## src/rtl/key_conditioner.sv

```systemverilog
// ============================================================================
//  Module      : key_conditioner
//  Description : Push-button front end: 2-flop sync, debounce, press/release
//                pulses and optional hold-to-repeat, one channel per key.
//  Revision    : 1.0  initial release
// ============================================================================
`default_nettype none

module key_conditioner #(
    parameter int NUM_KEYS        = 4,
    parameter bit ACTIVE_LOW      = 1'b1,
    parameter int DEBOUNCE_CYCLES = 1000000,
    parameter int REPEAT_DELAY    = 25000000,
    parameter int REPEAT_PERIOD   = 10000000
) (
    input  logic                clk,
    input  logic                rst,
    input  logic [NUM_KEYS-1:0] key_raw,
    input  logic [NUM_KEYS-1:0] repeat_en,
    output logic [NUM_KEYS-1:0] key_level,
    output logic [NUM_KEYS-1:0] key_pulse,
    output logic [NUM_KEYS-1:0] key_release
);

    localparam int c_CNT_W   = (DEBOUNCE_CYCLES > 1) ? $clog2(DEBOUNCE_CYCLES) : 1;
    localparam int c_RPT_MAX = (REPEAT_DELAY > REPEAT_PERIOD) ? REPEAT_DELAY : REPEAT_PERIOD;
    localparam int c_RCNT_W  = (c_RPT_MAX > 1) ? $clog2(c_RPT_MAX) : 1;

    localparam logic [c_CNT_W-1:0]  c_CNT_LAST    = c_CNT_W'(DEBOUNCE_CYCLES - 1);
    localparam logic [c_RCNT_W-1:0] c_DELAY_LAST  = c_RCNT_W'(REPEAT_DELAY - 1);
    localparam logic [c_RCNT_W-1:0] c_PERIOD_LAST = c_RCNT_W'(REPEAT_PERIOD - 1);

    typedef enum logic [0:0] {
        ST_RELEASED = 1'b0,
        ST_PRESSED  = 1'b1
    } key_state_e;

    typedef enum logic [0:0] {
        PH_DELAY  = 1'b0,
        PH_PERIOD = 1'b1
    } rpt_phase_e;

    logic [NUM_KEYS-1:0] s0_d, s0_q;
    logic [NUM_KEYS-1:0] s1_d, s1_q;

    always_comb begin
        s0_d = ACTIVE_LOW ? ~key_raw : key_raw;
        s1_d = s0_q;
    end

    always_ff @(posedge clk or posedge rst) begin
        if (rst) begin
            s0_q <= '0;
            s1_q <= '0;
        end else begin
            s0_q <= s0_d;
            s1_q <= s1_d;
        end
    end

    genvar g;
    generate
        for (g = 0; g < NUM_KEYS; g++) begin : g_key
            logic [c_CNT_W-1:0]  cnt_d, cnt_q;
            logic [c_RCNT_W-1:0] rcnt_d, rcnt_q;
            logic [c_RCNT_W-1:0] w_rpt_last;
            logic                level_d, level_q;
            logic                pulse_d, pulse_q;
            logic                release_d, release_q;
            logic                w_accept;
            key_state_e          state_d, state_q;
            rpt_phase_e          phase_d, phase_q;

            always_comb begin
                cnt_d      = cnt_q;
                level_d    = level_q;
                rcnt_d     = rcnt_q;
                phase_d    = phase_q;
                state_d    = state_q;
                pulse_d    = 1'b0;
                release_d  = 1'b0;
                w_accept   = 1'b0;
                w_rpt_last = (phase_q == PH_DELAY) ? c_DELAY_LAST : c_PERIOD_LAST;

                // Any sample agreeing with the current level restarts the count.
                if (s1_q[g] == level_q) begin
                    cnt_d = '0;
                end else if (cnt_q == c_CNT_LAST) begin
                    cnt_d    = '0;
                    level_d  = s1_q[g];
                    w_accept = 1'b1;
                end else begin
                    cnt_d = cnt_q + c_CNT_W'(1);
                end

                case (state_q)
                    ST_RELEASED: begin
                        rcnt_d  = '0;
                        phase_d = PH_DELAY;
                        if (w_accept && s1_q[g]) begin
                            state_d = ST_PRESSED;
                            pulse_d = 1'b1;
                        end
                    end
                    ST_PRESSED: begin
                        // A release accepted on a repeat edge suppresses the repeat.
                        if (w_accept && !s1_q[g]) begin
                            state_d   = ST_RELEASED;
                            release_d = 1'b1;
                            rcnt_d    = '0;
                            phase_d   = PH_DELAY;
                        end else if (!repeat_en[g]) begin
                            rcnt_d  = '0;
                            phase_d = PH_DELAY;
                        end else if (rcnt_q == w_rpt_last) begin
                            pulse_d = 1'b1;
                            rcnt_d  = '0;
                            phase_d = PH_PERIOD;
                        end else begin
                            rcnt_d = rcnt_q + c_RCNT_W'(1);
                        end
                    end
                    default: state_d = ST_RELEASED;
                endcase
            end

            always_ff @(posedge clk or posedge rst) begin
                if (rst) begin
                    cnt_q     <= '0;
                    rcnt_q    <= '0;
                    level_q   <= 1'b0;
                    pulse_q   <= 1'b0;
                    release_q <= 1'b0;
                    state_q   <= ST_RELEASED;
                    phase_q   <= PH_DELAY;
                end else begin
                    cnt_q     <= cnt_d;
                    rcnt_q    <= rcnt_d;
                    level_q   <= level_d;
                    pulse_q   <= pulse_d;
                    release_q <= release_d;
                    state_q   <= state_d;
                    phase_q   <= phase_d;
                end
            end

            assign key_level[g]   = level_q;
            assign key_pulse[g]   = pulse_q;
            assign key_release[g] = release_q;
        end
    endgenerate

endmodule

`default_nettype wire

```

## config.mk

```make
export PLATFORM = sky130hd
export DESIGN_NAME = key_conditioner
export DESIGN_NICKNAME = d
export VERILOG_FILES = /design/src/rtl/key_conditioner.sv
export SDC_FILE = /design/constraint.sdc
export NUM_CORES = 1
export LEC_CHECK = 0
export ABC_AREA = 0
export BUFFER_PORTS_ARGS = -buffer_cell sky130_fd_sc_hd__buf_2
export CAP_MARGIN = 40
export CORE_ASPECT_RATIO = 1.1
export CORE_MARGIN = 8
export CORE_UTILIZATION = 40
export DETAILED_ROUTE_END_ITERATION = 10
export PLACE_DENSITY = 0.65
export SYNTH_ARGS = -nofsm -noshare
export SYNTH_HDL_FRONTEND = slang
export SYNTH_SLANG_ARGS = --single-unit
```

## constraint.sdc

```tcl
create_clock -name clk -period 7.3 [get_ports clk]
set_input_delay 0.73 -clock clk [delete_from_list [all_inputs] [get_ports clk]]
set_output_delay 0.73 -clock clk [all_outputs]
set_load 0.1 [all_outputs]
```

# After elaboration in Yosys (flattened, before gate mapping)
# Cells that the tools add are included.
[word_totals] regBits=208 input_bits=10
[op_classes] eq_ne=16 mux=88 n_bitwise=9 reduce_logical=16 add_sub_neg=8
[ops] operator="$mux 25" n=16
[ops] operator="$pmux 25 s2" n=4
[ops] operator="$mux 20" n=8
[ops] operator="$add 25x1->25 const B" n=4
[ops] operator="$eq 25x25->1" n=4
[ops] operator="$add 20x1->20 const B" n=4
[ops] operator="$eq 20x20->1 const B" n=4
[ops] operator="$mux 1" n=48
[ops] operator="$pmux 1 s2" n=12
[ops] operator="$ne 4x2->1 const B" n=4
[ops] operator="$logic_and 1x1->1" n=8
[ops] operator="$not 1->1" n=8
[ops] operator="$reduce_and 2->1" n=4
[ops] operator="$eq 1x1->1" n=4
[ops] operator="$logic_not 1->1" n=4
[ops] operator="$not 4->4" n=1

# Logic depth before layout (Yosys ltp)
# Gate-level depths: netlist of run 1.
[depth] word_depth=6 depth_mapped=8 ltp_nobuf=6

# Worst setup path before layout of run 1
# Ideal clock, no wire load.
[synth_timing] kind="reg2reg" start="reg g_key[0].rcnt_q[0]" end="reg g_key[0].rcnt_q[16]" setup_ns=0.121 synth_period_minus_slack_ns=1.995 n_path_buf=1 stages_incl_launch_ff=8 slack_ns=5.305 arrival_time_ns=1.874 cell_sequence="dfrtp_1 -> ha_1 -> nand4_1 -> or2_2 -> or3_1 -> o21bai_2 -> buf_2 -> nor2_1"
[synth_via] elab_chain_len=5
[synth_rtl] element="start, declared" line="65" text="logic [c_RCNT_W-1:0] rcnt_d, rcnt_q;"
[synth_rtl] element="start signal, assigned" line="138" text="rcnt_q <= rcnt_d;"
[synth_rtl] element="$add 25x1->25 or $eq 25x25->1 (tied branches)" line="120, 115"
[synth_rtl] element="$mux 25 (*)" line="115" text="end else if (rcnt_q == w_rpt_last) begin"
[synth_rtl] element="$mux 25 (*)" line="112" text="end else if (!repeat_en[g]) begin"
[synth_rtl] element="$mux 25 (*)" line="107" text="if (w_accept && !s1_q[g]) begin"
[synth_rtl] element="$pmux 25 s2 (*)" line="96" text="case (state_q)"
[synth_rtl] element="net g_key[0].rcnt_d[16]" line="65"
# The timed path passes the listed nets; every way through them passes the cells marked *.
# A chain may end at the register's enable or synchronous reset.

# Worst setup path in the final report of run 1
[layout_timing] start="reg g_key[0].rcnt_q[0]" end="reg g_key[0].rcnt_q[17]"
# The elaborated chain is that of the path after synthesis.

==> impl_metrics.csv, run 1 <==
group,metric,value,unit
global_routing,grt.met1_usage,0.1613,
critical_path,cp_data_required_time,7690,ps
critical_path,path_class,"flip-flop to flip-flop",
global_routing,grt_busiest_layer,"met2",
floorplan,coreArea,0.02447,sq mm
critical_path,timing.rr.start,"g_key[0].rcnt_q[0]",
pwr,total_power,2.307,mW
final_layout,fin_util,0.4543,
global_routing,grt_pass1_vias,6901,
floorplan,initial_core_util,0.4066,
sta,period_needed,2362,ps
placed_design,dp_cells,1316,
final_layout,antenna_cells,0,
routing,drtAntennaViolNets,0,
clock_tree,cts_setup_buffers,0,
outcome,outcome,"finished, final reports clean",
placed_design,post-place-ws,4912,ps
critical_path,r2r_slack,4940,ps
clock_tree,cts_resized,0,
clock_tree,cts_root_buf,"clkbuf_16",
sta,grt_setup_unrepaired,"false",
final_layout,finalInstanceArea,0.01112,sq mm
final_layout,area_delta_synth_final,11.73,%
floorplan,ios,22,
routing,avgViaCountPerCell,5.125,
clock_tree,cts_tree,"yes",
final_layout,final_nets,1049,
synthesis,yosys_warnings,0,
sta,slew_headroom,0.4054,
critical_path,cp.arrival,2750,ps
synthesis,syn_inst,1005,
routing,firstDrtPassIters,4,
global_routing,met2_usage,0.2047,
final_layout,layout-drive-gt1-share,0.08509,
sta,period_share,0.3235,
pwr,power_leakage,4.615,nW
clock_tree,postCtsHoldBufs,0,
global_routing,grt_max_degree,71,
sta,worst_pin_slew,883.8,ps
synthesis,synth_cell_types,53,
synthesis,synth-edff-count,0,
global_routing,met3_usage,0.01866,
floorplan,die_h,181.4,um
final_layout,fill_cells,2352,
placed_design,io_buffers,21,
pwr,power_density,207.5,mW/mm^2
clock_tree,cts-htree-levels,1,
pwr,max-vdd-ir-drop,0.1623,mV
sta,finalHoldViolCount,0,
synthesis,synth_nets,1023,
placed_design,dpl.hpwl,12.21,mm
final_layout,multiInputGateArea,0.004561,sq mm
floorplan,fp.dieW,166.4,um
sta,tns,0,ps
routing,wirelength,18.27,mm
sta,timing.final.ws_setup,4938,ps
synthesis,yosysSeqAreaShare,0.5129,
global_routing,grt_pass1_wl,32.39,mm
hold_path,hold_path_class,"input pin to async pin",
clock_tree,cts_inserted_buffers,23,
synthesis,yosys-top-cells-count,"nor2_1 (207), dfrtp_1 (204), xor2_1 (107)",
critical_path,reg2reg_to,"g_key[0].rcnt_q[17]",
synthesis,yosysTopAreaCell,"dfrtp_1",
sta,setup_violations,0,
critical_path,start_kind,"flip-flop",
synthesis,syn_area,0.009952,sq mm
critical_path,crit_path_end_kind,"flip-flop",
global_routing,gr-total-overflow,0,
routing,vias,6950,
placed_design,gp_congestion,0.8036,
synthesis,synthArstFlopShare,1.000,
placed_design,dpl-instance-area,0.01038,sq mm
clock_tree,clk_pin_slew_worst_paths,60,ps
synthesis,synth_top_area_share,0.5129,
final_layout,instances_no_fill,1356,
flow_run,maxCapViolCount,0,
routing,wire_per_inst,13.47,um
clock_tree,clkSinkCount,204,
synthesis,avgSynthCellArea,9.903,sq um
global_routing,track_usage,0.1223,
clock_tree,clk_latency,500,ps
final_layout,seqCellArea,0.005105,sq mm
global_routing,antenna_found_initial,0,
critical_path,reg2reg_depth,7,
synthesis,ys.flop_type,"dfrtp_1",
routing,drc_errors,0,
critical_path,crit_fanout,14,
sta,hold_ws,238.5,ps
sta,skew,5.851,ps
clock_tree,cts_buffer_depth,3,
floorplan,rows,60,
floorplan,die_area,0.03019,sq mm
sta,max_freq,423.4,MHz
synthesis,post-synth-top-count-cell,"nor2_1",
routing,drtIter0Drc,331,
sta,slew_viol_final,0,
synthesis,synth_area_leaders,"dfrtp_1 (51%), xor2_1 (9.4%), nor2_1 (7.8%), xnor2_1 (5.6%), nand3_1 (3.9%)",
synthesis,synth_seq_cells,204,
how the worst max path moves through the flow:
| stage | startpoint | to | slack [ps] | depth (start not counted) |
|---|---|---|---|---|
| global route | g_key[2].cnt_q[13] | g_key[2].cnt_q[7] | 4730 | 5 |
| CTS | g_key[0].rcnt_q[0] | g_key[0].rcnt_q[17] | 4910 | 7 |
| detailed placement | g_key[0].rcnt_q[0] | g_key[0].rcnt_q[17] | 4910 | 7 |
| global placement | rst | g_key[2].rcnt_q[2] | 4720 | 3 |
| finish | g_key[0].rcnt_q[0] | g_key[0].rcnt_q[17] | 4940 | 7 |
| floorplan | rst | g_key[0].cnt_q[0] | 1000 | 1 |
critical path, stage by stage (launching register included):
cell      delay [ps]
dfrtp_1          390
ha_1             220
nand4_1          170
or2_2            330
or3_1            410
o21bai_2         460
buf_8            220
nor2_1            60
power by group:
group	internal (mW)	switching (mW)	leakage, nW
Sequential	1.14	0.00808	2.82
Clock	0.672	0.440	0.375
Combinational	0.0121	0.0358	1.42
registers in the layout (all words and copies together) (netlist names):
register,cells
s0_q,4
g_key.release_q,4
g_key.pulse_q,4
g_key.phase_q,4
g_key.level_q,4
s1_q,4
g_key.cnt_q,80
g_key.rcnt_q,100
layer usage:
layer,wire (um),part of all wire
met3,581,0.032
met4,336,0.018
met2,8531,0.47
met1,8818,0.48
met5,0,0
placed cells by master, fill, tap and decap left out, types with 3 or more instances in the layout:
cell | netlist | final
a21oi_1 | 3 | 3
and2_1 | 5 | 5
and3_1 | 34 | 34
and4_1 | 15 | 15
buf_2 | 7 | 23
buf_4 | 13 | 3
clkbuf_16 | 0 | 23
clkbuf_8 | 0 | 6
clkinv_2 | 0 | 7
dfrtp_1 | 204 | 204
ha_1 | 8 | 8
inv_1 | 23 | 22
mux2_2 | 4 | 4
nand2_1 | 67 | 67
nand2b_1 | 3 | 3
nand3_1 | 77 | 77
nand4_1 | 41 | 41
nand4b_1 | 6 | 6
nor2_1 | 207 | 207
nor3_1 | 23 | 23
nor3b_1 | 3 | 3
nor4_1 | 20 | 20
nor4b_1 | 17 | 17
o22ai_1 | 3 | 3
or2_2 | 7 | 7
xnor2_1 | 64 | 64
xor2_1 | 107 | 107
final cells by class:
cell class	instances	share of cell area
inverter	23	0.008439
tap	310	0.03488
timing repair buffer	31	0.02093
clock inverter	9	0.006639
clock buffer	31	0.05986
sequential	204	0.4591
multi-input combinational	748	0.4101
cells by family (layout without fill, tap and decap cells):
family                   count (synthesis)  in the layout  share of synthesized area
buffers and inverters                   53             94                    0.02879
multiplexers                             4              4                   0.004526
adder cells (fa/ha/maj)                  8              8                    0.01006
AO/OA/AOI/OAI                           24             24                    0.02012
AND/OR/NAND/NOR                        541            541                     0.2731
flip-flops                             204            204                     0.5129
XOR/XNOR                               171            171                     0.1505
(Power assumes the default switching activity.)
==> inputs of run 2 (changes only) <==
- clock period: 7.3 -> 2.3 ns (I/O delays scaled with it)
==> impl_metrics.csv, run 2 (synthesis gave the netlist of run 1 again) <==
group,metric,value,unit
outcome,outcome,"finished, final reports clean",
routing,wire_per_inst,13.27,um
placed_design,post-place-ws,203.7,ps
clock_tree,clk_pin_slew_worst_paths,60,ps
global_routing,met2_usage,0.2011,
sta,finalHoldViolCount,0,
pwr,p_sw_frac,0.2053,
critical_path,cp_data_required_time,2680,ps
routing,wirelength,18.28,mm
routing,firstDrtPassIters,4,
pwr,combPwrFrac,0.022,
sta,timing.final.ws_setup,215.3,ps
global_routing,track_usage,0.1234,
routing,drtIter0Drc,304,
critical_path,crit_path_end_kind,"flip-flop",
sta,max_freq,479.7,MHz
floorplan,rows,60,
floorplan,die_h,181.4,um
critical_path,reg2reg_depth,6,
clock_tree,cts_resized,0,
critical_path,start_kind,"flip-flop",
clock_tree,cts_tree,"yes",
final_layout,layout-drive-gt1-share,0.09653,
clock_tree,cts_inserted_buffers,23,
clock_tree,cts_buffer_depth,3,
pwr,power_leakage,4.727,nW
final_layout,antenna_cells,0,
global_routing,grt_max_degree,67,
sta,period_share,0.9064,
placed_design,dp_cells,1329,
sta,slew_headroom,0.5374,
routing,drtAntennaViolNets,0,
clock_tree,clkSinkCount,204,
final_layout,finalInstanceArea,0.01134,sq mm
sta,setup_violations,0,
routing,drc_errors,0,
critical_path,crit_path_top_delay_cell,"or4b_1",
sta,grt_setup_unrepaired,"false",
final_layout,final_nets,1070,
placed_design,io_buffers,21,
placed_design,dpl.hpwl,12.29,mm
critical_path,crit_fanout,16,
final_layout,largest_register,"g_key.rcnt_q",
critical_path,r2r_slack,220,ps
routing,avgViaCountPerCell,5.077,
final_layout,instances_no_fill,1377,
critical_path,reg2reg_to,"g_key[1].rcnt_q[7]",
sta,skew,5.790,ps
hold_path,hold_path_class,"input pin to flip-flop",
pwr,power_density,667.5,mW/mm^2
floorplan,initial_core_util,0.4066,
critical_path,endpoint,"g_key[1].rcnt_q[7]",
pwr,pwr-share-seq,0.481,
sta,period_needed,2085,ps
global_routing,grt.met1_usage,0.1681,
critical_path,critPathMaxStageDelay,530,ps
critical_path,critPathLaunch,"g_key[1].rcnt_q[17]",
critical_path,path_class,"flip-flop to flip-flop",
clock_tree,cts-htree-levels,1,
global_routing,grt_pass1_vias,6947,
global_routing,grt_busiest_layer,"met2",
flow_run,maxCapViolCount,0,
sta,slew_viol_final,0,
placed_design,dpl-instance-area,0.01047,sq mm
final_layout,top_regs,"g_key.rcnt_q: 100 flops, g_key.cnt_q: 80 flops",
pwr,clockPowerShare,0.497,
pwr,switchingPower,1.555,mW
global_routing,met3_usage,0.01952,
critical_path,cp.arrival,2470,ps
clock_tree,clk_latency,500,ps
pwr,p_int,6.017,mW
final_layout,final_cell_mix,"nor2_1 (207), dfrtp_1 (204), xor2_1 (107), nand3_1 (77), nand2_1 (67)",
routing,vias,6991,
global_routing,antenna_found_initial,0,
floorplan,ios,22,
final_layout,area_delta_synth_final,13.99,%
pwr,max-vdd-ir-drop,0.4156,mV
sta,worst_pin_slew,692.4,ps
floorplan,fp.dieW,166.4,um
final_layout,layout_commonest_cell,"nor2_1",
placed_design,gp_congestion,0.7769,
final_layout,largest_register_ff_count,100,
global_routing,gr-total-overflow,0,
critical_path,crit_chain,"or4b_1 > a2111oi_0 > o2111a_1 > nand2b_1 > buf_4 > nor2_1",
global_routing,grt_pass1_wl,32.76,mm
floorplan,die_area,0.03019,sq mm
floorplan,coreArea,0.02447,sq mm
critical_path,timing.rr.start,"g_key[1].rcnt_q[17]",
clock_tree,cts_root_buf,"clkbuf_16",
## run 2: worst min-delay path by stage
stage / start / cells past startpoint / end
global route: repeat_en[0] / 4 / g_key[0].pulse_q
CTS: repeat_en[0] / 4 / g_key[0].pulse_q
floorplan: key_raw[0] / 1 / s0_q[0]
finish: repeat_en[0] / 4 / g_key[0].pulse_q
detailed placement: s0_q[3] / 0 / s1_q[3]
global placement: s0_q[2] / 0 / s1_q[2]
## run 2: per-stage QoR
stage	hold slack (ps)	util	total power [mW]	TNS (ps)
global placement	333.9	0.4279	3.867	0
detailed placement	336.3	0.4279	3.869	0
CTS	108.1	0.4635	7.707	0
global route	137.8	0.4635	7.858	0
finish	122.4	0.4635	7.572	0
floorplan	289.4	-	3.806	-117150
## run 2: layer usage
metal / routed length (um) / vias to the layer above
met3: 573 / 29
met4: 319 / 0
met1: 9008 / 3379
li1: - / 3514
met5: 0 / -
met2: 8374 / 69
## run 2: repair_timing
action	CTS	global route
buffers inserted	0	0
endpoints found under the hold margin	29	0
hold buffers	8	0
setup endpoints to repair	0	0
## run 2: layout make-up
| type | instances | area, sq um |
|---|---|---|
| fill | 2311 | 13130 |
| multi-input combinational | 748 | 4561 |
| timing repair buffer | 52 | 407.9 |
| sequential | 204 | 5105 |
| inverter | 23 | 90.09 |
| clock inverter | 10 | 131.4 |
| tap | 310 | 387.9 |
| clock buffer | 30 | 661.9 |
## run 2: critical path, delay by kind of cell, from the launching register on
family                 cells  cell delay [ps]
AND/OR/NAND/NOR            3              740
flip-flops                 1              420
buffers and inverters      1              220
AO/OA/AOI/OAI              2              590
## run 2: power by group through the flow
stage	registers, mW	logic, mW	clock network, mW
after global routing	3.64	0.199	4.02
after CTS	3.64	0.177	3.89
after detailed placement	3.70	0.166	0
after floorplan	3.70	0.107	0
after global placement	3.70	0.164	0
final	3.64	0.167	3.77
